File: config.mk
export PLATFORM = sky130hd
export DESIGN_NAME = if_id_stage
export DESIGN_NICKNAME = d
export VERILOG_FILES = /design/src/rtl/if_id_stage_pkg.sv /design/src/rtl/if_id_stage_hazard_detect.sv /design/src/rtl/if_id_stage.sv
export SDC_FILE = /design/constraint.sdc
export NUM_CORES = 1
export LEC_CHECK = 0
export ABC_AREA = 1
export BUFFER_PORTS_ARGS = -buffer_cell sky130_fd_sc_hd__buf_2
export CAP_MARGIN = 20
export CORE_MARGIN = 1
export CORE_UTILIZATION = 51
export CTS_CLUSTER_DIAMETER = 60
export DETAILED_ROUTE_END_ITERATION = 8
export PLACE_DENSITY = 0.83
export REMOVE_ABC_BUFFERS = 1
export SYNTH_ARGS = -nofsm -noshare
export SYNTH_HDL_FRONTEND = slang
export SYNTH_SLANG_ARGS = --single-unit
File: constraint.sdc
create_clock -name clk_i -period 3.4 [get_ports clk_i]
set_input_delay 0.51 -clock clk_i [delete_from_list [all_inputs] [get_ports clk_i]]
set_output_delay 0.51 -clock clk_i [all_outputs]
set_load 0.02 [all_outputs]
File: src/rtl/if_id_stage_pkg.sv
// Shared pipeline definitions for the IF/ID stage: instruction field positions,
// register address width and the NOP encoding used on reset and flush.
package if_id_stage_pkg;

  localparam int REG_AW = 5;
  localparam int RS_MSB = 25;
  localparam int RT_MSB = 20;
  localparam int RD_MSB = 15;
  localparam int IMM_W  = 16;

  localparam logic [31:0] NOP_INSTR = 32'h0;

endpackage

File: src/rtl/if_id_stage_hazard_detect.sv
// Load-use hazard detection: decides whether the PC may advance and whether
// ID/EX must receive a bubble this cycle. Purely combinational.
module hazard_detect
  import if_id_stage_pkg::*;
(
  input  logic              valid,
  input  logic              flush,
  input  logic              idex_memread,
  input  logic [REG_AW-1:0] idex_rt,
  input  logic [REG_AW-1:0] rs,
  input  logic [REG_AW-1:0] rt,
  output logic              hazard,
  output logic              pc_write,
  output logic              bubble
);

  // $zero can never carry a real dependency, and a NOP slot has no sources.
  assign hazard = valid & idex_memread & (idex_rt != '0) &
                  ((idex_rt == rs) | (idex_rt == rt));

  // A taken branch must still steer the PC even while a load-use stall is pending.
  assign pc_write = ~hazard | flush;
  assign bubble   = hazard | flush;

endmodule

File: src/rtl/if_id_stage.sv
// IF/ID pipeline register with load-use stall control and saturating
// stall/flush event counters for performance debug.
module if_id_stage
  import if_id_stage_pkg::*;
#(
  parameter int DATA_W = 32,
  parameter int CNT_W  = 16
) (
  input  logic              clk_i,
  input  logic              start_i,
  input  logic [DATA_W-1:0] instr_i,
  input  logic [DATA_W-1:0] pc4_i,
  input  logic              flush_i,
  input  logic              idex_memread_i,
  input  logic [REG_AW-1:0] idex_rt_i,
  input  logic              clear_cnt_i,
  output logic [DATA_W-1:0] instr_o,
  output logic [DATA_W-1:0] pc4_o,
  output logic              valid_o,
  output logic [REG_AW-1:0] rs_o,
  output logic [REG_AW-1:0] rt_o,
  output logic [REG_AW-1:0] rd_o,
  output logic [IMM_W-1:0]  imm_o,
  output logic              pc_write_o,
  output logic              bubble_o,
  output logic [CNT_W-1:0]  stall_cnt_o,
  output logic [CNT_W-1:0]  flush_cnt_o
);

  logic hazard;

  assign rs_o  = instr_o[RS_MSB -: REG_AW];
  assign rt_o  = instr_o[RT_MSB -: REG_AW];
  assign rd_o  = instr_o[RD_MSB -: REG_AW];
  assign imm_o = instr_o[IMM_W-1:0];

  hazard_detect u_hazard_detect (
    .valid        (valid_o),
    .flush        (flush_i),
    .idex_memread (idex_memread_i),
    .idex_rt      (idex_rt_i),
    .rs           (rs_o),
    .rt           (rt_o),
    .hazard       (hazard),
    .pc_write     (pc_write_o),
    .bubble       (bubble_o)
  );

  always_ff @(posedge clk_i or negedge start_i) begin
    if (!start_i) begin
      instr_o <= DATA_W'(NOP_INSTR);
      pc4_o   <= '0;
      valid_o <= 1'b0;
    end else if (flush_i) begin
      instr_o <= DATA_W'(NOP_INSTR);
      pc4_o   <= '0;
      valid_o <= 1'b0;
    end else if (!hazard) begin
      instr_o <= instr_i;
      pc4_o   <= pc4_i;
      valid_o <= 1'b1;
    end
  end

  // Counters stick at all-ones so a long run never reports a misleadingly small count.
  always_ff @(posedge clk_i or negedge start_i) begin
    if (!start_i) begin
      stall_cnt_o <= '0;
      flush_cnt_o <= '0;
    end else if (clear_cnt_i) begin
      stall_cnt_o <= '0;
      flush_cnt_o <= '0;
    end else begin
      if (hazard && !flush_i && (stall_cnt_o != '1))
        stall_cnt_o <= stall_cnt_o + 1'b1;
      if (flush_i && (flush_cnt_o != '1))
        flush_cnt_o <= flush_cnt_o + 1'b1;
    end
  end

endmodule

==> impl_metrics.env, run 1 <==
export IMPL_status="finished, final reports clean"
export IMPL_rows=35
export IMPL_drive_above_1_share=0.292
export IMPL_critPathTopFamily="simple AND/OR/NAND/NOR gates"
export IMPL_yosysSeqAreaShare=0.491
export IMPL_synth_edf_count=0
export IMPL_routed_via_density=5.18
export IMPL_yosysMostFrequentCell="nand2_1"
export IMPL_drtAntennaViolNets=0
export IMPL_dp_hpwl_mm=9.41
export IMPL_yosys_area_top_type="dfrtp_1"
export IMPL_clock_latency_ns=0.36
export IMPL_period_needed_ns=2.17
export IMPL_routed_wl_mm=13.0
export IMPL_synth_cells=639
export IMPL_start_util=0.530
export IMPL_ir_worst_vdd_mv=0.214
export IMPL_hp_class="input pin to async pin"
export IMPL_synth_ff_type="dfrtp_1"
export IMPL_ioPinCount=204
export IMPL_placed_cell_area_sq_um=5780
export IMPL_worst_path_max_fanout=17
export IMPL_cts_tree="built"
export IMPL_clock_skew_ns=0.0158
export IMPL_path_class="register to register"
export IMPL_drc=0
export IMPL_slew_headroom=0.337
export IMPL_period_share=0.639
export IMPL_ys_seq_elements=97
export IMPL_layout_nets=875
export IMPL_hold_ws_ns=0.277
export IMPL_gp_congestion=0.918
export IMPL_die_area_sq_um=10100
export IMPL_slowest_delay_ns=0.44
export IMPL_yosys_warnings=0
export IMPL_io_buffers=203
export IMPL_die_w_um=100
export IMPL_cp_slowest_cell="dfrtp_1"
export IMPL_grt_first_pass_wirelength_mm=20.7
export IMPL_cts_made_buffers=9
export IMPL_cts_root_buf="clkbuf_8"
export IMPL_hold_viol_final=0
export IMPL_core_area_sq_um=9330
export IMPL_p_per_area_nw_per_um2=390
export IMPL_fillers=835
export IMPL_grt_usage=0.257
export IMPL_diodes=0
export IMPL_worstPathCellList="ha_1 -> nand2_1 -> inv_1 -> nand2_1 -> nor2_1 -> nand2_1 -> nand4_2 -> nand2_1 -> nand2_1 -> nand2_1"
export IMPL_worst_ep_arrival_time_ns=2.46
export IMPL_maxSlewViolCount=0
export IMPL_cts_hold_repair_buffers=0
export IMPL_synth_area_top_cells="dfrtp_1, nand2_1, nand3_1"
export IMPL_ys_top_cells_by_count="nand2_1, nand3_1, dfrtp_1"
export IMPL_setup_viol=0
export IMPL_grt_pass1_vias=4377
export IMPL_cap_violations=0
export IMPL_post_cts_resized=0
export IMPL_cts_path_max_buffers=2
export IMPL_syn_cell_area_sq_um=4950
export IMPL_areaGrowthSynthToFinish_pct=20.7
export IMPL_tns_ns=0
export IMPL_crit_top_cell="nand2_1"
export IMPL_postCtsSetupBuffers=0
export IMPL_cp_start_kind="register"
export IMPL_pre_cts_ws_ns=1.09
export IMPL_path_buf_inv=1
export IMPL_syn_area_per_cell_sq_um=7.74
export IMPL_antenna_found_initial=0
export IMPL_yosysUniqueCellTypes=28
export IMPL_drt_wirelength_per_cell_um=14.0
export IMPL_die_h_um=100
export IMPL_grt_max_degree=79
export IMPL_num_vias=4829
export IMPL_synth_async_reset_ratio=1.00
export IMPL_fmax_ghz=0.460
export IMPL_cts_max_level=3
export IMPL_yosys_area_top_type_share=0.491
export IMPL_overflow=0
export IMPL_clk_pin_slew_ns=0.10
export IMPL_end_kind="register"
export IMPL_cts_sinks=97
export IMPL_layout_setup_ws_ns=1.23
export IMPL_worst_pin_slew_ns=0.994
export IMPL_first_pass_iters=5
export IMPL_drtIter0Drc=187
export IMPL_rsz0062_at_grt="no"
export IMPL_p_leak_nw=3.41
export IMPL_required_ns=3.69
export IMPL_finalInstanceArea_sq_um=5970
==> registers in the layout (all words and copies together) (netlist names) <==
| signal | count |
|---|---|
| pc4_o | 32 |
| instr_o | 32 |
| valid_o | 1 |
| stall_cnt_o | 16 |
| flush_cnt_o | 16 |
==> worst reg2reg max path: stages (launching register included) <==
cell and delay (ns):
dfrtp_1 0.44, ha_1 0.24, nand2_1 0.11, inv_1 0.06
nand2_1 0.10, nor2_1 0.08, nand2_1 0.11, nand4_2 0.40
nand2_1 0.42, nand2_1 0.10, nand2_1 0.07
==> power by group <==
group	internal, mW	switching (mW)	total (mW)
clock	0.304	0.424	0.728
sequential	1.20	0.0415	1.24
combinational	0.120	0.238	0.358
total	1.63	0.704	2.33
==> cell families after synthesis <==
family / after synthesis / synth area share
buffers and inverters: 101 / 0.110
AND/OR/NAND/NOR: 400 / 0.345
XOR/XNOR: 12 / 0.0212
flip-flops: 97 / 0.491
AO/OA/AOI/OAI: 27 / 0.0286
adder cells (fa/ha/maj): 2 / 0.00506
==> cells in the final DEF, fill, tap and decap left out <==
| master | count |
|---|---|
| ha_1 | 2 |
| o21ai_0 | 19 |
| nor2_1 | 50 |
| nand3_4 | 1 |
| buf_2 | 202 |
| o21bai_1 | 1 |
| nand3_1 | 99 |
| inv_6 | 4 |
| xnor2_1 | 2 |
| nor3_1 | 16 |
| nand4_2 | 1 |
| inv_1 | 37 |
| nand2_2 | 2 |
| nand2_1 | 220 |
| a41oi_1 | 1 |
| nand4_1 | 6 |
| inv_2 | 6 |
| dfrtp_1 | 97 |
| buf_4 | 5 |
| nor3b_1 | 3 |
| clkinv_4 | 1 |
| nor3_2 | 1 |
| or2_2 | 1 |
| inv_8 | 1 |
| clkbuf_8 | 10 |
| a21oi_1 | 6 |
| xor2_1 | 10 |
==> per-layer routing <==
layer	vias to the layer above	global-route usage	routed length, um
met3	14	0.0402	896
met4	0	0.0792	161
met1	2291	0.329	5380
met5	-	0	0
met2	196	0.448	6610
li1	2328	-	-
==> stage by stage <==
stage               instances  power, mW  utilization
floorplan                 581       1.45            -
global placement          917       1.62        0.619
detailed placement        917       1.63        0.619
CTS                       933       2.36        0.640
global route              933       2.44        0.640
finish                    933       2.33        0.640
==> path summary, 6_finish.rpt <==
path | from | endpoint | slack [ns] | depth (start not counted)
setup / recovery | stall_cnt_o[0]$_DFFE_PN0P_ | stall_cnt_o[9]$_DFFE_PN0P_ | 1.23 | 10
hold / removal | start_i | stall_cnt_o[1]$_DFFE_PN0P_ | 0.28 | 1
setup reg to reg | stall_cnt_o[0]$_DFFE_PN0P_ | stall_cnt_o[9]$_DFFE_PN0P_ | 1.23 | 10
hold reg to reg | pc4_o[0]$_DFFE_PN0P_ | pc4_o[0]$_DFFE_PN0P_ | 0.47 | 2
max in group asynchronous | start_i | instr_o[12]$_DFFE_PN0P_ | 2.23 | 2
min in group clk_i | pc4_i[16] | pc4_o[16]$_DFFE_PN0P_ | 0.37 | 3
==> area by class of cell <==
cell class                      instances  area, sq um  share of cell area
Tap cell                              129          161              0.0270
Sequential cell                        97         2430               0.407
Clock buffer                           10          138              0.0231
Timing Repair Buffer                  207         1050               0.176
Clock inverter                          6         55.1             0.00922
Inverter                               43          161              0.0270
Multi-Input combinational cell        441         1980               0.332
No activity file was read; power rests on OpenSTA's default activity.
==> inputs of run 2 (changes only) <==
--- a/config.mk
+++ b/config.mk
@@ -9,10 +9,10 @@
 export BUFFER_PORTS_ARGS = -buffer_cell sky130_fd_sc_hd__buf_2
 export CAP_MARGIN = 20
 export CORE_MARGIN = 1
-export CORE_UTILIZATION = 51
+export CORE_UTILIZATION = 44
 export CTS_CLUSTER_DIAMETER = 60
 export DETAILED_ROUTE_END_ITERATION = 8
-export PLACE_DENSITY = 0.83
+export PLACE_DENSITY = 0.76
 export REMOVE_ABC_BUFFERS = 1
 export SYNTH_ARGS = -nofsm -noshare
 export SYNTH_HDL_FRONTEND = slang
==> constraint.sdc (replaced) <==
create_clock -name clk_i -period 1.8 [get_ports clk_i]
set_input_delay 0.27 -clock clk_i [delete_from_list [all_inputs] [get_ports clk_i]]
set_output_delay 0.27 -clock clk_i [all_outputs]
set_load 0.02 [all_outputs]
==> impl_metrics.env, run 2 (same netlist as run 1, synthesis figures left out) <==
export IMPL_clock_skew_ns=0.0205
export IMPL_slew_headroom=0.761
export IMPL_first_pass_iters=5
export IMPL_setup_viol=1
export IMPL_layout_commonest_cell="nand2_1"
export IMPL_pre_cts_ws_ns=0.0687
export IMPL_final_core_util=0.589
export IMPL_layout_nets=907
export IMPL_num_vias=4872
export IMPL_antenna_found_initial=1
export IMPL_cts_tree="built"
export IMPL_areaGrowthSynthToFinish_pct=29.6
export IMPL_worst_path_max_fanout=4
export IMPL_path_class="register to primary output"
export IMPL_drc=0
export IMPL_ioPinCount=204
export IMPL_die_h_um=108
export IMPL_routed_via_density=4.99
export IMPL_drtIter0Drc=262
export IMPL_rows=38
export IMPL_hp_class="input pin to register"
export IMPL_hold_ws_ns=0.125
export IMPL_dp_hpwl_mm=9.52
export IMPL_largest_registers="instr_o: 32 flops, pc4_o: 32 flops"
export IMPL_violations="negative setup slack"
export IMPL_p_per_area_nw_per_um2=723
export IMPL_final_cell_mix="nand2_1, buf_2, nand3_1"
export IMPL_drtAntennaViolNets=0
export IMPL_die_w_um=108
export IMPL_status="finished, violations left"
export IMPL_r2r_setup_slack_ns=0.11
export IMPL_overflow=0
export IMPL_gp_congestion=0.910
export IMPL_cts_sinks=97
export IMPL_worst_ep_arrival_time_ns=1.53
export IMPL_routed_wl_mm=13.8
export IMPL_grt_first_pass_wirelength_mm=20.7
export IMPL_hold_viol_final=0
export IMPL_die_area_sq_um=11700
export IMPL_hold_path_depth=3
export IMPL_grt_usage=0.224
export IMPL_io_buffers=203
export IMPL_worst_pin_slew_ns=0.356
export IMPL_drive_above_1_share=0.333
export IMPL_cts_root_buf="clkbuf_8"
export IMPL_grt_max_degree=59
export IMPL_ir_worst_vdd_mv=0.383
export IMPL_drt_wirelength_per_cell_um=14.1
export IMPL_core_area_sq_um=10900
export IMPL_required_ns=1.53
export IMPL_period_share=1.00
export IMPL_r2r_cells=10
export IMPL_cap_violations=0
export IMPL_cp_start_kind="register"
export IMPL_clock_latency_ns=0.36
export IMPL_start_util=0.454
export IMPL_cts_max_level=3
export IMPL_tns_ns=-0.00289
export IMPL_period_needed_ns=1.80
export IMPL_fmax_ghz=0.555
export IMPL_layout_setup_ws_ns=-0.00289
export IMPL_cts_made_buffers=9
export IMPL_rsz0062_at_grt="yes"
export IMPL_maxSlewViolCount=0
export IMPL_cts_path_max_buffers=2
export IMPL_clk_pin_slew_ns=0.12
export IMPL_p_leak_nw=3.62
export IMPL_grt_pass1_vias=4315
export IMPL_end_kind="primary output"
-- run 2: final cells by class --
| type | count | area, sq um |
|---|---|---|
| Sequential cell | 97 | 2430 |
| Multi-Input combinational cell | 441 | 2020 |
| Clock inverter | 7 | 96.3 |
| Clock buffer | 9 | 124 |
| Timing Repair Buffer | 239 | 1400 |
| Antenna cell | 1 | 2.50 |
| Tap cell | 140 | 175 |
| Fill cell | 1034 | 4480 |
| Inverter | 43 | 166 |
-- run 2: final timing paths --
kind | start | end
setup reg to reg | stall_cnt_o[0]$_DFFE_PN0P_ | stall_cnt_o[3]$_DFFE_PN0P_
hold reg to reg | pc4_o[20]$_DFFE_PN0P_ | pc4_o[20]$_DFFE_PN0P_
setup / recovery | instr_o[16]$_DFFE_PN0P_ | bubble_o
min in group asynchronous | start_i | flush_cnt_o[5]$_DFFE_PN0P_
max in group asynchronous | start_i | flush_cnt_o[11]$_DFFE_PN0P_
hold / removal | pc4_i[4] | pc4_o[4]$_DFFE_PN0P_
-- run 2: report_power, final --
group	internal (mW)	leakage, nW	switching (mW)
Combinational	0.279	2.24	0.479
Sequential	2.27	1.28	0.0638
Clock	0.689	0.109	0.857
Total	3.24	3.62	1.40
-- run 2: critical path, cell delays in order (launching register included) --
cell	delay (ns)
dfrtp_1	0.43
nand2_1	0.08
inv_1	0.04
nor2_1	0.12
nor2_2	0.05
nand3_1	0.08
nand2_2	0.11
nand2_4	0.09
nand2_4	0.05
buf_6	0.14
-- run 2: per-stage QoR --
stage	area, sq um	power (mW)	instances
finish	6410	4.64	977
global route	6410	4.85	977
CTS	6260	4.66	967
detailed placement	5970	3.11	945
global placement	5970	3.10	945
floorplan	4570	2.73	581
-- run 2: what timing repair did --
item / in CTS / in global routing
buffers inserted: 5 / 6
gates cloned: 0 / 3
resized for setup: 6 / 16
pin swaps: 6 / 7
setup endpoints to repair: 2 / 90
hold buffers: 1 / 0
hold endpoints to repair: 24 / 0
-- run 2: routing by layer --
metal  track usage  vias to the layer above  wire length [um]
li1              -                     2394                 -
met1         0.292                     2290              5970
met2         0.384                      177              6840
met3        0.0386                       11               865
met4        0.0597                        0               122
met5             0                        -                 0
